==> config.mk <==
export PLATFORM = sky130hd
export DESIGN_NAME = fb_write_scheduler
export DESIGN_NICKNAME = d
export VERILOG_FILES = /design/src/rtl/baby_vga_pkg.sv /design/src/rtl/fb_rr_arbiter.sv /design/src/rtl/fb_write_scheduler.sv
export SDC_FILE = /design/constraint.sdc
export NUM_CORES = 1
export LEC_CHECK = 0
export ABC_AREA = 1
export BUFFER_PORTS_ARGS = -buffer_cell sky130_fd_sc_hd__buf_2
export CORE_UTILIZATION = 45
export DETAILED_ROUTE_END_ITERATION = 16
export PLACE_DENSITY_LB_ADDON = 0.08
export SETUP_SLACK_MARGIN = 0.3
export SYNTH_ARGS = -nofsm -noshare
export SYNTH_HDL_FRONTEND = slang
export SYNTH_HIERARCHICAL = 1
export SYNTH_SLANG_ARGS = --single-unit
export TNS_END_PERCENT = 5
==> constraint.sdc <==
create_clock -name clk -period 1.6 [get_ports clk]
set_input_delay 0.32 -clock clk [delete_from_list [all_inputs] [get_ports clk]]
set_output_delay 0.32 -clock clk [all_outputs]
set_load 0.02 [all_outputs]
==> src/rtl/baby_vga_pkg.sv <==
// Shared definitions for the baby_vga framebuffer write path: default
// geometry, write pacing and the write scheduler's state encoding.
package baby_vga_pkg;

    localparam int FB_ADDR_BITS   = 4;
    localparam int FB_HOLD_CYCLES = 8;
    localparam int FB_DATA_W      = 32;
    localparam int FB_CNT_W       = 3;

    typedef enum logic [1:0] {
        ST_IDLE  = 2'b00,
        ST_ISSUE = 2'b01,
        ST_HOLD  = 2'b10
    } fb_state_e;

endpackage : baby_vga_pkg

==> src/rtl/fb_rr_arbiter.sv <==
// Two-requester round-robin arbiter (CPU vs. fill engine). A lone requester
// always wins; on contention the requester that did not win last time is
// granted. Out of reset the fill is treated as the last winner so the CPU
// takes the first contended grant.
module fb_rr_arbiter (
    input  logic clk,
    input  logic rst,
    input  logic en_i,
    input  logic req_cpu_i,
    input  logic req_fill_i,
    output logic gnt_cpu_o,
    output logic gnt_fill_o
);

    logic last_fill_q;
    logic last_fill_d;

    // Grant decision for the current cycle, only while the scheduler is idle.
    always_comb begin
        gnt_cpu_o  = 1'b0;
        gnt_fill_o = 1'b0;
        if (en_i) begin
            if (req_cpu_i && (!req_fill_i || last_fill_q)) begin
                gnt_cpu_o = 1'b1;
            end else if (req_fill_i) begin
                gnt_fill_o = 1'b1;
            end else begin
                gnt_cpu_o  = 1'b0;
                gnt_fill_o = 1'b0;
            end
        end else begin
            gnt_cpu_o  = 1'b0;
            gnt_fill_o = 1'b0;
        end
    end

    // Remember which source won the most recent grant.
    always_comb begin
        last_fill_d = last_fill_q;
        if (gnt_cpu_o) begin
            last_fill_d = 1'b0;
        end else if (gnt_fill_o) begin
            last_fill_d = 1'b1;
        end else begin
            last_fill_d = last_fill_q;
        end
    end

    // Last-grant register; reset makes the CPU the next contended winner.
    always_ff @(posedge clk) begin
        if (rst) begin
            last_fill_q <= 1'b1;
        end else begin
            last_fill_q <= last_fill_d;
        end
    end

endmodule : fb_rr_arbiter

==> src/rtl/fb_write_scheduler.sv <==
// Framebuffer write scheduler: merges CPU row writes and a whole-buffer fill
// into one paced stream of fb_set_data strobes. Each grant produces one
// strobe the following cycle, then the block holds off so strobes are at
// least HOLD_CYCLES+1 cycles apart.
module fb_write_scheduler
    import baby_vga_pkg::*;
#(
    parameter int ADDR_BITS   = FB_ADDR_BITS,
    parameter int HOLD_CYCLES = FB_HOLD_CYCLES
) (
    input  logic                  clk,
    input  logic                  rst,
    input  logic                  cpu_wr_valid,
    output logic                  cpu_wr_ready,
    input  logic [ADDR_BITS-1:0]  cpu_wr_addr,
    input  logic [FB_DATA_W-1:0]  cpu_wr_data,
    input  logic                  fill_start,
    input  logic [FB_DATA_W-1:0]  fill_pattern,
    output logic                  fill_busy,
    output logic                  fill_done,
    output logic [FB_CNT_W-1:0]   fb_counter,
    output logic [ADDR_BITS-1:0]  fb_w_addr,
    output logic [FB_DATA_W-1:0]  fb_data_in,
    output logic                  fb_set_data,
    output logic                  busy
);

    // HOLD lasts HOLD_CYCLES-1 cycles: the counter runs 0 .. HOLD_CYCLES-2.
    localparam int                   HC_W      = (HOLD_CYCLES > 2) ? $clog2(HOLD_CYCLES) : 1;
    localparam logic [HC_W-1:0]      HOLD_LAST = HC_W'(HOLD_CYCLES - 2);
    localparam logic [ADDR_BITS-1:0] LAST_ROW  = {ADDR_BITS{1'b1}};

    fb_state_e              state_q, state_d;
    logic [HC_W-1:0]        hold_cnt_q, hold_cnt_d;
    logic [FB_CNT_W-1:0]    fb_counter_q;
    logic                   fb_set_data_q, fb_set_data_d;
    logic [ADDR_BITS-1:0]   fb_w_addr_q, fb_w_addr_d;
    logic [FB_DATA_W-1:0]   fb_data_in_q, fb_data_in_d;
    logic                   fill_busy_q, fill_busy_d;
    logic                   fill_done_q, fill_done_d;
    logic [ADDR_BITS-1:0]   fill_idx_q, fill_idx_d;
    logic [FB_DATA_W-1:0]   fill_pat_q, fill_pat_d;
    logic                   busy_q, busy_d;

    logic                   arb_en_s;
    logic                   gnt_cpu_s;
    logic                   gnt_fill_s;
    logic                   gnt_any_s;
    logic                   fill_accept_s;

    // Arbitration only happens in IDLE and never while reset is asserted,
    // so the CPU cannot be handshaken during reset.
    assign arb_en_s      = (state_q == ST_IDLE) && !rst;
    assign gnt_any_s     = gnt_cpu_s || gnt_fill_s;
    // A new fill is refused while one is running or just finishing.
    assign fill_accept_s = fill_start && !fill_busy_q && !fill_done_q;

    fb_rr_arbiter u_arb (
        .clk        (clk),
        .rst        (rst),
        .en_i       (arb_en_s),
        .req_cpu_i  (cpu_wr_valid),
        .req_fill_i (fill_busy_q),
        .gnt_cpu_o  (gnt_cpu_s),
        .gnt_fill_o (gnt_fill_s)
    );

    // Write pacing FSM: IDLE grants, ISSUE strobes, HOLD spaces the strobes.
    always_comb begin
        state_d    = state_q;
        hold_cnt_d = hold_cnt_q;
        case (state_q)
            ST_IDLE: begin
                if (gnt_any_s) begin
                    state_d = ST_ISSUE;
                end else begin
                    state_d = ST_IDLE;
                end
            end
            ST_ISSUE: begin
                state_d    = ST_HOLD;
                hold_cnt_d = '0;
            end
            ST_HOLD: begin
                if (hold_cnt_q == HOLD_LAST) begin
                    state_d = ST_IDLE;
                end else begin
                    hold_cnt_d = hold_cnt_q + HC_W'(1);
                end
            end
            default: begin
                state_d    = ST_IDLE;
                hold_cnt_d = '0;
            end
        endcase
    end

    // Capture the granted row/data; they stay stable until the next grant.
    always_comb begin
        fb_w_addr_d   = fb_w_addr_q;
        fb_data_in_d  = fb_data_in_q;
        fb_set_data_d = gnt_any_s;
        if (gnt_cpu_s) begin
            fb_w_addr_d  = cpu_wr_addr;
            fb_data_in_d = cpu_wr_data;
        end else if (gnt_fill_s) begin
            fb_w_addr_d  = fill_idx_q;
            fb_data_in_d = fill_pat_q;
        end else begin
            fb_w_addr_d  = fb_w_addr_q;
            fb_data_in_d = fb_data_in_q;
        end
    end

    // Fill engine: arm on an accepted start, walk rows on each fill grant,
    // and flag completion alongside the last row's strobe.
    always_comb begin
        fill_busy_d = fill_busy_q;
        fill_idx_d  = fill_idx_q;
        fill_pat_d  = fill_pat_q;
        fill_done_d = 1'b0;
        if (fill_accept_s) begin
            fill_busy_d = 1'b1;
            fill_idx_d  = '0;
            fill_pat_d  = fill_pattern;
        end else if (gnt_fill_s) begin
            fill_idx_d = fill_idx_q + ADDR_BITS'(1);
            if (fill_idx_q == LAST_ROW) begin
                fill_busy_d = 1'b0;
                fill_done_d = 1'b1;
            end else begin
                fill_busy_d = 1'b1;
            end
        end else begin
            fill_busy_d = fill_busy_q;
        end
    end

    // Busy is registered from the next-state view so it lines up with state.
    always_comb begin
        busy_d = (state_d != ST_IDLE) || fill_busy_d;
    end

    // State and output registers with synchronous reset.
    always_ff @(posedge clk) begin
        if (rst) begin
            state_q       <= ST_IDLE;
            hold_cnt_q    <= '0;
            fb_counter_q  <= 3'd0;
            fb_set_data_q <= 1'b0;
            fb_w_addr_q   <= '0;
            fb_data_in_q  <= 32'd0;
            fill_busy_q   <= 1'b0;
            fill_done_q   <= 1'b0;
            fill_idx_q    <= '0;
            fill_pat_q    <= 32'd0;
            busy_q        <= 1'b0;
        end else begin
            state_q       <= state_d;
            hold_cnt_q    <= hold_cnt_d;
            fb_counter_q  <= fb_counter_q + 3'd1;
            fb_set_data_q <= fb_set_data_d;
            fb_w_addr_q   <= fb_w_addr_d;
            fb_data_in_q  <= fb_data_in_d;
            fill_busy_q   <= fill_busy_d;
            fill_done_q   <= fill_done_d;
            fill_idx_q    <= fill_idx_d;
            fill_pat_q    <= fill_pat_d;
            busy_q        <= busy_d;
        end
    end

    assign cpu_wr_ready = gnt_cpu_s;
    assign fill_busy    = fill_busy_q;
    assign fill_done    = fill_done_q;
    assign fb_counter   = fb_counter_q;
    assign fb_w_addr    = fb_w_addr_q;
    assign fb_data_in   = fb_data_in_q;
    assign fb_set_data  = fb_set_data_q;
    assign busy         = busy_q;

endmodule : fb_write_scheduler

==> impl_metrics.yaml, run 1 <==
status:
  outcome: "finished with violations"
  violations: "setup timing"
clock_tree:
  cts.htree.levels: 3
  hold_buffers: 0
  worstSkewPairLatency_ns: 0.36
  cts.clk_slew.worst_paths_ns: 0.10
  cts_tree: "built"
  numCtsBuffers: 9
  cts_buffer_depth: 2
  clkSinkCount: 85
  root_buffer: "clkbuf_8"
setup_path:
  path_class: "reg -> out"
  crit_chain: "nor2_4 -> inv_2 -> nor2_4 -> nand3_4 -> clkinvlp_4 -> buf_8 -> buf_6"
  slowest_delay_ns: 0.34
  cp_slowest_cell: "dfxtp_2"
  cp.required_ns: 1.28
  path_max_fanout: 3
  cp_top_family: "buffers and inverters"
  cp_common_cell: "nor2_4"
  r2r_start: "state_q[0]$_SDFF_PP0_"
  crit_path_start: "state_q[0]$_SDFF_PP0_"
  crit_buf_inv: 4
  startpoint_type: "flop"
  cp.arrival_ns: 1.40
  cp-end-kind: "output port"
logic_synthesis:
  synth-seq-cells: 85
  synth_top_area_share_pct: 48.6
  synthesis.nets: 577
  syn_avg_cell_area_um2: 6.99
  postSynthCellCount: 501
  synth.area.top_cells: "dfxtp_1 49%, nand2_1 25%, a21oi_1 5.7%"
  syn_area_um2: 3500
  synthDistinctLibCells: 25
  synth-seq-area-share_pct: 48.6
  ys_warn_count: 6
  synth_area_leader_cell: "dfxtp_1"
pwr:
  ir_drop_mv: 0.643
  total_power_mw: 4.98
  power.leakage_nw: 2.73
  power_density_nw_per_um2: 990
job:
  max-cap-violations: 0
route:
  drt_iter0_drc: 137
  postRouteAntennaNets: 0
  drc: 0
  vias: 3573
  routedWlPerCell_um: 12.6
  vias_per_cell: 4.73
  routed_wl_um: 9490
  first_pass_iters: 4
floorplanning:
  floorplan.initialDensity_pct: 47.5
  die_h_um: 90.2
  coreArea_um2: 7370
  die_w_um: 90.2
  row_count: 31
  io_pins: 116
  dieArea_um2: 8140
final_layout:
  utilization_pct: 68.3
  post-route-cell-area_um2: 5030
  fin_nets: 728
  num_antenna_cells: 0
  layout-drive-gt1-share_pct: 36.2
  area_growth_pct: 43.6
placement:
  hpwl_um: 5880
  dp_slack_ns: -0.327
  gp_congestion: 0.746
  place_area_um2: 4270
  port_buffers: 115
sta:
  setup_ws_ns: -0.125
  tns_ns: -2.47
  setup_viol: 40
  tightest_slew_ns: 0.442
  final-hold-violation-count: 0
  timing.fmax_ghz: 0.580
  skew_ns: 0.0116
  grt_setup_unrepaired: "yes"
  finalCritPeriodShare_pct: 108
  min_period_ns: 1.72
  max-slew-margin-rel_pct: 70.6
  maxSlewViolCount: 0
global_routing:
  track_usage_pct: 22.0
  use_met2_pct: 38.4
  use_met1_pct: 26.5
  antenna_found_initial: 0
  grt_pass1_vias: 3291
  grt-ovfl-total: 0
  grt_max_degree: 41
  busiest_layer: "met2"
  grt_pass1_wl_um: 14500
  use_met3_pct: 5.75
worst_hold_path:
  min_path_type: "in -> reg"
  hold_start: "fill_pattern[7]"
## cells in the final DEF, fill, tap and decap left out, types with 2 or more instances in the layout
cell	count
clkbuf_8	9
nand2_2	21
buf_6	8
buf_2	113
clkbuf_16	2
clkinvlp_4	2
inv_6	4
nand3_4	2
inv_1	47
nand2_1	208
buf_4	33
buf_8	3
nand3_1	22
dfxtp_2	3
ha_1	4
buf_12	5
a21oi_1	39
nor2_4	5
bufinv_16	2
dfxtp_1	82
nand3_2	17
nand2_4	2
inv_2	2
o21ai_0	2
nor2_1	8
## flip-flops by register name, indices dropped and copies added, names as in the netlist, 2 cells and up
signal / cells
fb_data_in: 32
fb_counter: 3
fill_idx_q: 4
fill_pat_q: 32
fb_w_addr: 4
state_q: 2
hold_cnt_q: 3
## tightest hold or removal path, cell delays in order
cell	delay, ns
buf_2	0.10
nand2_1	0.05
a21oi_1	0.05
## cell type report
| class | count | area (um2) |
|---|---|---|
| Sequential cell | 85 | 1710 |
| Clock inverter | 7 | 103 |
| Fill cell | 658 | 2340 |
| Clock buffer | 9 | 124 |
| Inverter | 52 | 206 |
| Tap cell | 99 | 124 |
| Timing Repair Buffer | 164 | 1100 |
| Multi-Input combinational cell | 340 | 1670 |
## through the flow
step	cells	hold WS [ns]
2_1_floorplan	501	0.412
3_3_place_gp	713	0.428
3_5_place_dp	713	0.435
4_1_cts	740	0.184
5_1_grt	756	0.188
6_report	756	0.200
## final timing paths
kind | to | slack [ns] | depth (start not counted)
worst max-delay path | cpu_wr_ready | -0.12 | 7
worst min register to register | fb_counter[0]$_SDFF_PP0_ | 0.45 | 1
worst max register to register | fb_data_in[21]$_SDFFE_PP0N_ | -0.10 | 13
worst min-delay path | fill_pat_q[7]$_SDFFE_PP0P_ | 0.20 | 3
## cells by family (layout without fill, tap and decap cells)
group                      after synthesis  count (layout)  share of synthesized area (%)
xor gates and xnor gates                 1               1                          0.250
DFF                                     85              85                           48.6
and+or+nand+nor                        291             292                           33.9
buffers and inverters                   77             232                           9.64
adders and majority gates                4               4                           1.43
AOI/OAI and AO/OA                       43              43                           6.21
## timing repair
action / 4_1_cts / 5_1_grt
setup endpoints to repair: 46 / 73
gates cloned: 1 / 4
resized for setup: 11 / 58
pin swaps: 10 / 7
setup buffers: 10 / 12
## power by group
group	switching, mW	total (mW)	internal [mW]
Sequential	0.0734	2.32	2.25
Combinational	0.517	0.934	0.416
Clock	0.826	1.73	0.901
Total	1.42	4.98	3.56
## metal layers
layer / wire length [um] / vias to the layer above
li1: - / 1836
met1: 4250 / 1625
met2: 4610 / 98
met3: 493 / 14
met4: 138 / 0
met5: 0 / -
## synthesized netlist by cell type
library cell	number
a21oi_1	40
and3_1	1
buf_1	3
buf_2	9
buf_4	4
buf_6	3
clkbuf_1	6
dfxtp_1	85
ha_1	4
inv_1	49
inv_2	3
nand2_1	230
nand2_2	1
nand3_1	39
nand3_2	2
nand3b_1	1
nand4_1	1
nor2_1	11
nor2_4	2
nor3_1	1
nor3b_1	1
o211ai_1	1
o21ai_0	2
or2_2	1
xnor2_1	1
Power figures use the tool's default switching activity.
==> inputs of run 2 (changes only) <==
--- a/config.mk
+++ b/config.mk
@@ -7,12 +7,11 @@
 export LEC_CHECK = 0
 export ABC_AREA = 1
 export BUFFER_PORTS_ARGS = -buffer_cell sky130_fd_sc_hd__buf_2
-export CORE_UTILIZATION = 45
+export CORE_UTILIZATION = 46
 export DETAILED_ROUTE_END_ITERATION = 16
 export PLACE_DENSITY_LB_ADDON = 0.08
-export SETUP_SLACK_MARGIN = 0.3
+export SETUP_SLACK_MARGIN = 0.5
 export SYNTH_ARGS = -nofsm -noshare
 export SYNTH_HDL_FRONTEND = slang
-export SYNTH_HIERARCHICAL = 1
 export SYNTH_SLANG_ARGS = --single-unit
 export TNS_END_PERCENT = 5
==> run 2 against run 1 <==
Net effect: the flow now finishes without violations; sequential share of layout area up 1.3 points; clock-buffer cell count up 2; wire length down 5.0%; non-clock buffer count down 21; largest cell class unchanged; largest power group unchanged; highest routed layer unchanged.
==> impl_metrics.yaml, run 2 <==
placement:
  place_area_um2: 4370
  port_buffers: 115
  placed_cells_incl_taps: 720
  gp_congestion: 0.780
  hpwl_um: 5990
pwr:
  total_power_mw: 5.31
  power.leakage_nw: 2.34
  pwr-share-seq_pct: 46.1
  power_density_nw_per_um2: 1090
  sw_frac_of_total_pct: 31.3
  clockPowerShare_pct: 28.8
  ir_drop_mv: 0.678
  p_sw_mw: 1.66
  intPower_mw: 3.64
  pwr-share-comb_pct: 25.1
floorplanning:
  floorplan.initialDensity_pct: 47.6
  coreArea_um2: 7770
  dieArea_um2: 8400
  io_pins: 116
  row_count: 32
  die_h_um: 91.7
  die_w_um: 91.7
final_layout:
  layout_commonest_cell: "buf_2"
  layout-drive-gt1-share_pct: 29.2
  fin_nets: 720
  nFillCells: 758
  num_antenna_cells: 0
  area_growth_pct: 31.3
  final_cell_mix: "114 x buf_2, 81 x dfxtp_1, 79 x nand2_1, 78 x inv_1, 66 x nor2_1"
  finalNonFillerCells: 750
  post-route-cell-area_um2: 4850
job:
  max-cap-violations: 0
global_routing:
  grt_max_degree: 36
  grt_pass1_wl_um: 14800
  use_met2_pct: 35.7
  busiest_layer: "met2"
  antenna_found_initial: 0
  grt_pass1_vias: 3309
  track_usage_pct: 22.1
  grt-ovfl-total: 0
  use_met3_pct: 4.39
  use_met1_pct: 29.8
route:
  drc: 0
  drt_iter0_drc: 150
  vias_per_cell: 4.75
  routed_wl_um: 9020
  postRouteAntennaNets: 0
  vias: 3561
  routedWlPerCell_um: 12.0
  first_pass_iters: 4
logic_synthesis:
  synth.most_common_cell: "dfxtp_1"
  syn_avg_cell_area_um2: 7.14
  synthesis.nets: 594
  synth-seq-area-share_pct: 46.0
  synth_top_flop_cell: "dfxtp_1"
  synth_edf_count: 0
  async_flop_share_pct: 0
  syn_area_um2: 3700
  ys_warn_count: 0
  synthDistinctLibCells: 27
  synth.area.top_cells: "dfxtp_1 46%, nand2_1 8.5%, inv_1 7.9%"
  postSynthCellCount: 518
  synth_top_area_share_pct: 46.0
  synth_area_leader_cell: "dfxtp_1"
  synth_commonest_cells: "85 x dfxtp_1, 84 x nand2_1, 78 x inv_1"
  synth-seq-cells: 85
setup_path:
  path_max_fanout: 2
  path_class: "reg -> out"
  cp.required_ns: 1.28
  r2r_cells: 8
  startpoint_type: "flop"
  cp-end-kind: "output port"
  cp.arrival_ns: 1.14
clock_tree:
  worstSkewPairLatency_ns: 0.34
  clkSinkCount: 85
  cts.clk_slew.worst_paths_ns: 0.08
  hold_buffers: 0
  cts_tree: "built"
  numCtsBuffers: 9
  root_buffer: "clkbuf_8"
  cts_buffer_depth: 2
  cts.htree.levels: 3
worst_hold_path:
  whs_path_depth: 3
  min_path_type: "in -> reg"
sta:
  tightest_slew_ns: 0.323
  grt_setup_unrepaired: "yes"
  min_period_ns: 1.46
  finalCritPeriodShare_pct: 91.4
  final-hold-violation-count: 0
  tns_ns: 0
  maxSlewViolCount: 0
  timing.fmax_ghz: 0.684
  whs_ns: 0.253
  setup_viol: 0
  max-slew-margin-rel_pct: 78.5
  skew_ns: 0.0112
status:
  outcome: "finished clean"
==> run 2: cell types whose count changed after synthesis, sizes merged, moves of 2 or more <==
cell    change
nor2       +60
buf         -2
clkbuf      +8
o21ai      +52
a21oi      +13
nand2     -143
inv        +30
==> run 2: kinds of logic after synthesis <==
kind of cell,Yosys count,synth area share (%)
AND/OR/NAND/NOR,203,23.4
flip-flops,85,46.0
AO/OA/AOI/OAI,110,15.2
XOR/XNOR,3,0.711
adder cells (fa/ha/maj),4,1.35
buffers and inverters,113,13.3
==> run 2: through the flow <==
stage	setup WS, ns	util, %
5_1_grt	0.0882	62.5
4_1_cts	0.124	60.2
6_report	0.137	62.5
2_1_floorplan	0.329	-
3_5_place_dp	0.121	56.2
3_3_place_gp	0.166	56.2
==> run 2: final timing paths <==
path | from | to | slack, ns
min | fill_pattern[24] | fill_pat_q[24]$_SDFFE_PP0P_ | 0.25
max reg2reg | state_q[0]$_SDFF_PP0_ | fb_data_in[26]$_SDFFE_PP0P_ | 0.21
max | state_q[0]$_SDFF_PP0_ | cpu_wr_ready | 0.14
min reg2reg | fb_counter[0]$_SDFF_PP0_ | fb_counter[0]$_SDFF_PP0_ | 0.44
==> run 2: metal layers <==
layer	vias to the layer above	routed length [um]
met4	0	95
met3	7	385
met1	1599	4390
met2	90	4150
li1	1865	-
met5	-	0
==> run 2: worst max-delay path, stage by stage (launching register included) <==
cell,delay (ns)
dfxtp_2,0.35
nor2_4,0.11
nand2_2,0.08
nor2_4,0.13
buf_6,0.13
==> run 2: power groups by stage <==
stage	sequential, mW	combinational (mW)	clock, mW
final	2.45	1.33	1.53
after global routing	2.47	1.48	1.66
after CTS	2.44	1.23	1.56
after detailed placement	2.49	1.14	0
after global placement	2.48	1.12	0
after floorplan	2.62	0.655	0
==> run 2: area by class of cell <==
type	count	area (um2)	area share, %
flip-flops and latches	85	1710	35.2
clock inverters	4	47.5	0.980
well taps	102	128	2.63
multi-input cells	323	1660	34.2
inverters	82	313	6.44
clock buffers	11	151	3.12
repair buffers	143	847	17.5
==> run 2: what timing repair did <==
action | CTS | global route
setup buffers | 3 | 8
pin swaps | 6 | 12
resized for setup | 13 | 23
endpoints found under the setup margin | 110 | 120
gates cloned | 2 | 2
==> inputs of run 3 (changes only) <==
--- a/config.mk
+++ b/config.mk
@@ -7,7 +7,7 @@
 export LEC_CHECK = 0
 export ABC_AREA = 1
 export BUFFER_PORTS_ARGS = -buffer_cell sky130_fd_sc_hd__buf_2
-export CORE_UTILIZATION = 46
+export CORE_UTILIZATION = 51
 export DETAILED_ROUTE_END_ITERATION = 16
 export PLACE_DENSITY_LB_ADDON = 0.08
 export SETUP_SLACK_MARGIN = 0.5
==> constraint.sdc (replaced) <==
create_clock -name clk -period 1.4 [get_ports clk]
set_input_delay 0.28 -clock clk [delete_from_list [all_inputs] [get_ports clk]]
set_output_delay 0.28 -clock clk [all_outputs]
set_load 0.02 [all_outputs]
==> run 3 against run 2 <==
Net effect: the flow now finishes with violations (setup timing); critical path depth rose by 1; first-iteration DRC count fell by 13%; sequential cell count did not move; wire length rose by 13%; via count rose by 5.1%; setup slack got worse by 0.25 ns; sequential share of layout area fell by 3.7 points; critical path type unchanged; largest cell class is now multi-input combinational cells.
==> impl_metrics.yaml, run 3 (synthesized netlist as in run 2, its figures left out) <==
sta:
  max-slew-margin-rel_pct: 66.7
  timing.fmax_ghz: 0.662
  min_period_ns: 1.51
  setup_viol: 19
  whs_ns: 0.184
  final-hold-violation-count: 0
  setup_ws_ns: -0.111
  skew_ns: 0.0123
  finalCritPeriodShare_pct: 108
  grt_setup_unrepaired: "yes"
  maxSlewViolCount: 0
  tightest_slew_ns: 0.499
route:
  drt_iter0_drc: 131
  routedWlPerCell_um: 13.7
  vias_per_cell: 5.04
  postRouteAntennaNets: 0
  drc: 0
  routed_wl_um: 10200
  first_pass_iters: 4
  vias: 3741
global_routing:
  grt_max_degree: 36
  track_usage_pct: 25.8
  grt_pass1_vias: 3476
  grt-ovfl-total: 0
  antenna_found_initial: 0
  grt_pass1_wl_um: 15400
floorplanning:
  coreArea_um2: 6910
  die_h_um: 87.1
  die_w_um: 87.1
  row_count: 30
  io_pins: 116
  dieArea_um2: 7590
  floorplan.initialDensity_pct: 53.5
setup_path:
  crit_path_start: "state_q[0]$_SDFF_PP0_"
  cp.required_ns: 1.12
  r2r_cells: 9
  ff2ff_setup_slack_ns: -0.05
  setup.worst_path.end: "cpu_wr_ready"
  cp.arrival_ns: 1.23
  cp-end-kind: "output port"
  path_class: "reg -> out"
  startpoint_type: "flop"
  r2r_start: "state_q[0]$_SDFF_PP0_"
  timing.rr.end: "fb_data_in[0]$_SDFFE_PP0P_"
  path_max_fanout: 2
pwr:
  power_density_nw_per_um2: 1210
  intPower_mw: 4.64
  pwr-share-seq_pct: 42.0
  ir_drop_mv: 0.865
  p_sw_mw: 2.12
  power.leakage_nw: 2.51
  clockPowerShare_pct: 28.9
  pwr-share-comb_pct: 29.1
  sw_frac_of_total_pct: 31.4
final_layout:
  area_growth_pct: 51.5
  post-route-cell-area_um2: 5600
  layout-drive-gt1-share_pct: 47.4
  num_antenna_cells: 0
  seqCellArea_um2: 1760
  layout_commonest_cell: "nand2_1"
  final_cell_mix: "81 x nand2_1, 76 x inv_1, 71 x buf_2, 62 x nor2_1, 49 x buf_6"
  multi_input_area_um2: 2000
  fin_nets: 717
  nFillCells: 477
clock_tree:
  cts_buffer_depth: 2
  cts.clk_slew.worst_paths_ns: 0.09
  clkSinkCount: 85
  cts_tree: "built"
  cts.htree.levels: 3
  worstSkewPairLatency_ns: 0.34
  root_buffer: "clkbuf_8"
  numCtsBuffers: 9
placement:
  gp_congestion: 0.801
  place_area_um2: 4410
  hpwl_um: 5800
  dp_slack_ns: -0.0297
  port_buffers: 115
job:
  max-cap-violations: 0
status:
  violations: "setup timing"
  outcome: "finished with violations"
worst_hold_path:
  min_path_type: "in -> reg"
## run 3: cell types whose count changed in the layout (fill, tap and decap cells not counted), moves of 6 or more
cell	before	now
a21oi_1	52	32
a21oi_2	0	20
buf_4	21	15
buf_2	114	71
o21ai_2	0	40
dfxtp_1	81	39
buf_6	5	49
o21ai_4	1	11
dfxtp_2	3	44
o21ai_0	50	1
## run 3: cell type report
type,instances,area share (%)
flip-flops and latches,85,31.5
well taps,96,2.14
multi-input cells,321,35.8
inverters,82,5.76
clock inverters,4,1.25
repair buffers,142,20.8
clock buffers,12,2.77
## run 3: worst min-delay path by stage
| stage | startpoint | end | slack [ns] | cells past startpoint |
|---|---|---|---|---|
| 2_1_floorplan | fill_pat_q[0]$_SDFFE_PP0P_ | fill_pat_q[0]$_SDFFE_PP0P_ | 0.42 | 2 |
| 3_3_place_gp | fb_counter[0]$_SDFF_PP0_ | fb_counter[0]$_SDFF_PP0_ | 0.41 | 1 |
| 3_5_place_dp | fb_counter[0]$_SDFF_PP0_ | fb_counter[0]$_SDFF_PP0_ | 0.42 | 1 |
| 4_1_cts | fill_pattern[13] | fill_pat_q[13]$_SDFFE_PP0P_ | 0.21 | 3 |
| 5_1_grt | fill_pattern[5] | fill_pat_q[5]$_SDFFE_PP0P_ | 0.19 | 3 |
| 6_report | fill_pattern[24] | fill_pat_q[24]$_SDFFE_PP0P_ | 0.18 | 3 |
## run 3: critical path, stage by stage (launching register included)
cell and delay [ns]:
dfxtp_2 0.34, nor2_4 0.11, nand2_2 0.08, nor2_4 0.13, buf_6 0.12, buf_6 0.11
## run 3: layer usage
layer  wire, um  vias to the layer above  global-route usage [%]
li1           -                     1864                       -
met1       4410                     1739                    34.1
met2       5090                      124                    43.7
met3        551                       14                    3.70
met4        148                        0                    7.75
met5          0                        -                       0
## run 3: timing repair
item | CTS | global route
pin swaps | 47 | 56
endpoints found under the setup margin | 126 | 127
gates cloned | 1 | 1
hold buffers | 0 | 0
endpoints found under the hold margin | 0 | 0
buffers inserted | 8 | 1
gates resized for setup | 192 | 117
## run 3: metrics by stage
stage / cells / power [mW] / setup TNS [ns] / utilization (%)
2_1_floorplan: 518 / 3.76 / 0 / -
3_3_place_gp: 715 / 4.13 / 0 / 63.8
3_5_place_dp: 715 / 4.16 / -0.101 / 63.8
4_1_cts: 740 / 6.53 / -0.0844 / 75.5
5_1_grt: 742 / 7.05 / -2.20 / 81.1
6_report: 742 / 6.77 / -0.473 / 81.1
## run 3: power groups by stage
stage / logic [mW] / registers, mW / clock network (mW)
2_1_floorplan: 0.762 / 2.99 / 0
3_3_place_gp: 1.30 / 2.84 / 0
3_5_place_dp: 1.32 / 2.84 / 0
4_1_cts: 1.73 / 2.83 / 1.97
5_1_grt: 2.12 / 2.87 / 2.06
6_report: 1.97 / 2.84 / 1.95
